[src/rtl/anubis_pkg.sv]
// Shared types and constants for the Anubis round-constant sequencer.
// Holds the AES S-box, the round-count helper and the sequencer states.
package anubis_pkg;

  localparam int RC_W = 128;

  typedef enum logic [1:0] {
    IDLE,
    FETCH,
    PRESENT,
    DONE
  } state_e;

  localparam logic [0:255][7:0] SBOX = {
    128'h637c777bf26b6fc53001672bfed7ab76,
    128'hca82c97dfa5947f0add4a2af9ca472c0,
    128'hb7fd9326363ff7cc34a5e5f171d83115,
    128'h04c723c31896059a071280e2eb27b275,
    128'h09832c1a1b6e5aa0523bd6b329e32f84,
    128'h53d100ed20fcb15b6acbbe394a4c58cf,
    128'hd0efaafb434d338545f9027f503c9fa8,
    128'h51a3408f929d38f5bcb6da2110fff3d2,
    128'hcd0c13ec5f974417c4a77e3d645d1973,
    128'h60814fdc222a908846eeb814de5e0bdb,
    128'he0323a0a4906245cc2d3ac629195e479,
    128'he7c8376d8dd54ea96c56f4ea657aae08,
    128'hba78252e1ca6b4c6e8dd741f4bbd8b8a,
    128'h703eb5664803f60e613557b986c11d9e,
    128'he1f8981169d98e949b1e87e9ce5528df,
    128'h8ca1890dbfe6426841992d0fb054bb16
  };

  function automatic int anubis_rounds(input int n);
    return 8 + n;
  endfunction

endpackage

[src/rtl/rc_word_lut.sv]
// Combinational round-constant lookup: round r in, 128-bit constant out.
// Top word is S[4(r-1)+0..3], the low 96 bits are zero.
module rc_word_lut
  import anubis_pkg::*;
(
  input  logic [4:0]      round,
  output logic [RC_W-1:0] word
);

  logic [7:0] base;

  // 4*(r-1) in 8 bits; largest legal index is 71
  assign base = {1'b0, round - 5'd1, 2'b00};

  assign word = {
    SBOX[base],
    SBOX[base + 8'd1],
    SBOX[base + 8'd2],
    SBOX[base + 8'd3],
    96'd0
  };

endmodule

[src/rtl/anubis_rc_sequencer.sv]
// Anubis round-constant sequencer with valid/ready output handshake.
// Define RC_REVERSE_EN to enable reverse (decryption) round order via dir.
module anubis_rc_sequencer
  import anubis_pkg::*;
#(
  parameter int N_KEY_WORDS = 4
) (
  input  logic            clk,
  input  logic            rst,
  input  logic            start,
  input  logic            dir,
  output logic [RC_W-1:0] rc_data,
  output logic [4:0]      rc_round,
  output logic            rc_last,
  output logic            rc_valid,
  input  logic            rc_ready,
  output logic            busy,
  output logic            done
);

  localparam logic [4:0] R =
    5'(anubis_rounds(N_KEY_WORDS));

  state_e          state, state_n;
  logic [4:0]      cnt, cnt_n;
  logic [4:0]      cnt_load, cnt_step;
  logic            last_n;
  logic            ld;
  logic [RC_W-1:0] lut_word;

  rc_word_lut u_lut (
    .round (cnt),
    .word  (lut_word)
  );

`ifdef RC_REVERSE_EN
  logic dir_q, dir_n;

  assign cnt_load = dir ? R : 5'd1;
  assign cnt_step = dir_q ? cnt - 5'd1
                          : cnt + 5'd1;
  assign last_n   = dir_q ? (cnt == 5'd1)
                          : (cnt == R);

  always_ff @(posedge clk) begin
    if (rst) dir_q <= 1'b0;
    else     dir_q <= dir_n;
  end

  always_comb begin
    dir_n = dir_q;
    if (state == IDLE && start) dir_n = dir;
  end
`else
  logic unused_dir;

  assign unused_dir = dir;
  assign cnt_load   = 5'd1;
  assign cnt_step   = cnt + 5'd1;
  assign last_n     = (cnt == R);
`endif

  always_comb begin
    state_n = state;
    cnt_n   = cnt;
    ld      = 1'b0;
    unique case (state)
      IDLE: begin
        if (start) begin
          state_n = FETCH;
          cnt_n   = cnt_load;
        end
      end
      FETCH: begin
        ld      = 1'b1;
        state_n = PRESENT;
      end
      PRESENT: begin
        if (rc_ready) begin
          if (rc_last) begin
            state_n = DONE;
          end else begin
            state_n = FETCH;
            cnt_n   = cnt_step;
          end
        end
      end
      DONE:    state_n = IDLE;
      default: state_n = IDLE;
    endcase
  end

  always_ff @(posedge clk) begin
    if (rst) begin
      state    <= IDLE;
      cnt      <= 5'd0;
      rc_data  <= '0;
      rc_round <= 5'd0;
      rc_last  <= 1'b0;
    end else begin
      state <= state_n;
      cnt   <= cnt_n;
      if (ld) begin
        rc_data  <= lut_word;
        rc_round <= cnt;
        rc_last  <= last_n;
      end
    end
  end

  // Flags decode straight from the state register
  assign rc_valid = (state == PRESENT);
  assign busy     = (state != IDLE);
  assign done     = (state == DONE);

endmodule

[config.mk]
export PLATFORM = sky130hd
export DESIGN_NAME = anubis_rc_sequencer
export DESIGN_NICKNAME = d
export VERILOG_FILES = /design/src/rtl/anubis_pkg.sv /design/src/rtl/rc_word_lut.sv /design/src/rtl/anubis_rc_sequencer.sv
export SDC_FILE = /design/constraint.sdc
export NUM_CORES = 1
export LEC_CHECK = 0
export CORE_ASPECT_RATIO = 2
export CORE_UTILIZATION = 45
export CTS_BUF_LIST = sky130_fd_sc_hd__clkbuf_4 sky130_fd_sc_hd__clkbuf_8
export DETAILED_ROUTE_END_ITERATION = 10
export PLACE_DENSITY = 0.85
export RECOVER_POWER = 25
export SETUP_SLACK_MARGIN = 0.02
export SLEW_MARGIN = 40
export SYNTH_ARGS = -nofsm -noshare
export SYNTH_HDL_FRONTEND = slang
export SYNTH_SLANG_ARGS = --single-unit
[constraint.sdc]
create_clock -name clk -period 5.26 [get_ports clk]
set_input_delay 0.789 -clock clk [delete_from_list [all_inputs] [get_ports clk]]
set_output_delay 0.789 -clock clk [all_outputs]
set_load 0.03 [all_outputs]
==> out/summary.txt <==
Ys flop type: dfxtp_1
Distinct cells, synth: 74
Setup tns final: 0 ns
Die W: 72.09 microns
Initial DRC Count: 471
Final Hold Viols: 0
Yosys top cell area share: 20.38%
First-pass GRT wire length: 22.20 mm
Die ar.: 10250 sq um
WHS Path Cells: 2
Measured slew at the worst slew-check pin: 1.253 ns
Static Leakage: 1.926 nW
Yosys warnings: 0
CP Launch Type: register
Minimum clock period: 3.379 ns
Vias: 4448
Largest fanout on the critical path: 29
Cell accounting for the most synthesized area: dfxtp_1
Number of max-cap violations: 0
Postcts setup bufs: 0
Final setup viols: 0
Sw frac: 44.52%
Sequential share of the synthesized area: 20.38%
CTS hold repair buffers: 0
Number of global-route vias before repair: 4120
CTS Buf Count: 5
Avg Cell Area, Syn: 7.417 sq um
Drt wl/cell: 19.42 microns
Gate power share: 44.9%
Int Pwr: 0.0006702 W
CTS Buffer Depth: 2
Fmax: 296.0 MHz
Detailed Route WL: 14.59 mm
NetSw: 0.0005379 W
ANT cells: 0
Final hold slack: 0.4635 ns
Detail Placement HPWL: 10.54 mm
R2R setup slack: 1.88 ns
# resized after CTS: 0
Reg power frac: 31.6%
Reg clk slew, reported paths: 0.10 ns
Worst hold path type: reg2reg
WP data arrival: 3.64 ns
Reg-to-Reg Start: cnt[1]$_SDFFE_PP0P_
Post-DRT Antenna Nets: 0
Crit-path slowest cell: ha_1
Post-synthesis register bit count: 45
Starting Density: 46.79%
Setup ws final: 1.881 ns
Layout cells sized above 1: 9.018%
Post-synth EDFFs: 0
R2r endpoint: rc_data[114]$_SDFFE_PP0N_
Initial antenna violation count: 0
Port bufs: 44
Largest stage delay, worst path: 0.65 ns
Post-synth top cells: buf_4, nand2_1, nor2_1, dfxtp_1, a21oi_1
Syn Std Cell Area: 4420 sq um
Pre-CTS WS: 1.837 ns
FF-to-FF path depth: 10
Core area: 9447 sq um
Area Overhead vs Synth: 6.538%
DR vias/cell: 5.923
Kind of cell adding the most delay to the critical path: buffers and inverters
Clock network fraction of total power: 23.5%
Skew final: 0.006387 ns
TritonCTS Sinks: 45
Fin nets: 639
Worst path cell trace: buf_4 > inv_1 > ha_1 > inv_1 > ha_1 > buf_4 > nor2b_1 > nor3_1 > a211oi_1 > a311o_1
Die Y: 142.2 microns
Max VDD drop: 124.4 uV
Boundary pin count: 142
Most common cell in the netlist: buf_4
CP Class: reg2reg
Hold path start: rc_data[121]$_SDFFE_PP0N_
RSZ-0062 raised after global routing: false
Max-slew violation count: 0
Crit end category: register
Total GRT Usage: 28.53%
Tcrit/Tclk final: 64.24%
Async set or reset register ratio after synthesis: 0%
DR pass1 iterations: 5
Crit path buffers/inverters: 4
Max-Slew Margin vs Limit: 16.48%
Clock Latency Late Sink: 0.32 ns
CTS tree: done
Post-Synthesis Cells: 596
Largest net degree at the start of global routing: 39
Clk root buf: clkbuf_8
Grt total ovfl: 0
Hold Path Sink: rc_data[121]$_SDFFE_PP0N_
Row count: 50
CTS H-tree lvls: 2
DRC viols: 0
Largest cells by area after synthesis: dfxtp_1, buf_4, a21oi_1, nand2_1, nor2_1
Status: completed
PD cells: 256.5 nW/um^2
Placer congestion estimate: 0.9728
Worst EP required: 5.53 ns
## placed cells by master, fill, tap and decap left out, drive strengths merged, types with 9 or more instances in the layout
cell / count
o21ai: 30
mux2i: 11
a31oi: 14
dfxtp: 45
buf: 22
ha: 14
nand3: 14
dlygate4sd3: 12
nand2b: 14
clkdlybuf4s50: 31
nand2: 53
nor2: 49
conb: 96
nor3: 14
a21oi: 42
nor2b: 9
inv: 12
a211oi: 15
## flip-flops by register name (all words and copies together) (netlist names)
signal and count:
rc_data 32, rc_last 1, cnt 5, rc_round 5, state 2
## layer usage
metal | vias up | GRT usage [%] | share of wire [%]
li1 | 1985 | - | -
met1 | 2036 | 29.56 | 33
met2 | 349 | 48.50 | 50
met3 | 78 | 4.816 | 7.9
met4 | 0 | 24.36 | 8.8
met5 | - | 0 | 0
## worst reg2reg max path, delay by kind of cell, from the launching register on
family                     cells  cell delay [ns]
AOI/OAI and AO/OA              2             0.54
DFF                            1             0.32
adders and majority gates      2             0.90
and+or+nand+nor                2             0.50
buffers and inverters          4             1.07
## through the flow
step           std cells  power (W)  area [sq um]  utilization [%]
5_1_grt              751   0.001254          4710            49.85
2_1_floorplan        691  0.0008300          4777                -
3_3_place_gp         743  0.0009181          4596            48.65
4_1_cts              751   0.001201          4718            49.95
6_report             751   0.001208          4710            49.85
3_5_place_dp         743  0.0009230          4603            48.73
## worst max path at each step
stage / slack (ns) / depth (start not counted) / to / from
detailed placement: 1.84 / 5 / rc_data[96]$_SDFFE_PP0N_ / rst
finish: 1.88 / 10 / rc_data[114]$_SDFFE_PP0N_ / cnt[1]$_SDFFE_PP0P_
global placement: 1.77 / 5 / rc_data[96]$_SDFFE_PP0N_ / rst
floorplan: 2.10 / 12 / rc_data[114]$_SDFFE_PP0N_ / cnt[1]$_SDFFE_PP0P_
global route: 1.79 / 10 / rc_data[114]$_SDFFE_PP0N_ / cnt[1]$_SDFFE_PP0P_
CTS: 1.94 / 10 / rc_data[114]$_SDFFE_PP0N_ / cnt[1]$_SDFFE_PP0P_
## power groups by stage
stage	combinational (W)	sequential [W]	clock, W
2_1_floorplan	0.000394	0.000436	0
3_3_place_gp	0.000529	0.000389	0
3_5_place_dp	0.000532	0.000391	0
4_1_cts	0.000534	0.000383	0.000284
5_1_grt	0.000571	0.000386	0.000297
6_report	0.000542	0.000382	0.000284
## final cells by class
cell class	count	area, sq um
clock buffer	5	68.82
fill	931	4737
clock inverter	3	46.29
inverter	14	52.55
tap	130	162.7
multi-input combinational	488	2882
timing repair buffer	66	596.8
sequential	45	900.9
## kinds of logic after synthesis
| family | count (synthesis) | share of synthesized area [%] |
|---|---|---|
| DFF | 45 | 20.38 |
| muxes | 15 | 3.765 |
| and+or+nand+nor | 181 | 20.18 |
| other | 1 | 0.08483 |
| buffers and inverters | 158 | 22.73 |
| adders and majority gates | 14 | 3.963 |
| AOI/OAI and AO/OA | 174 | 26.97 |
| xor gates and xnor gates | 8 | 1.925 |
No activity file was read; power rests on OpenSTA's default activity.
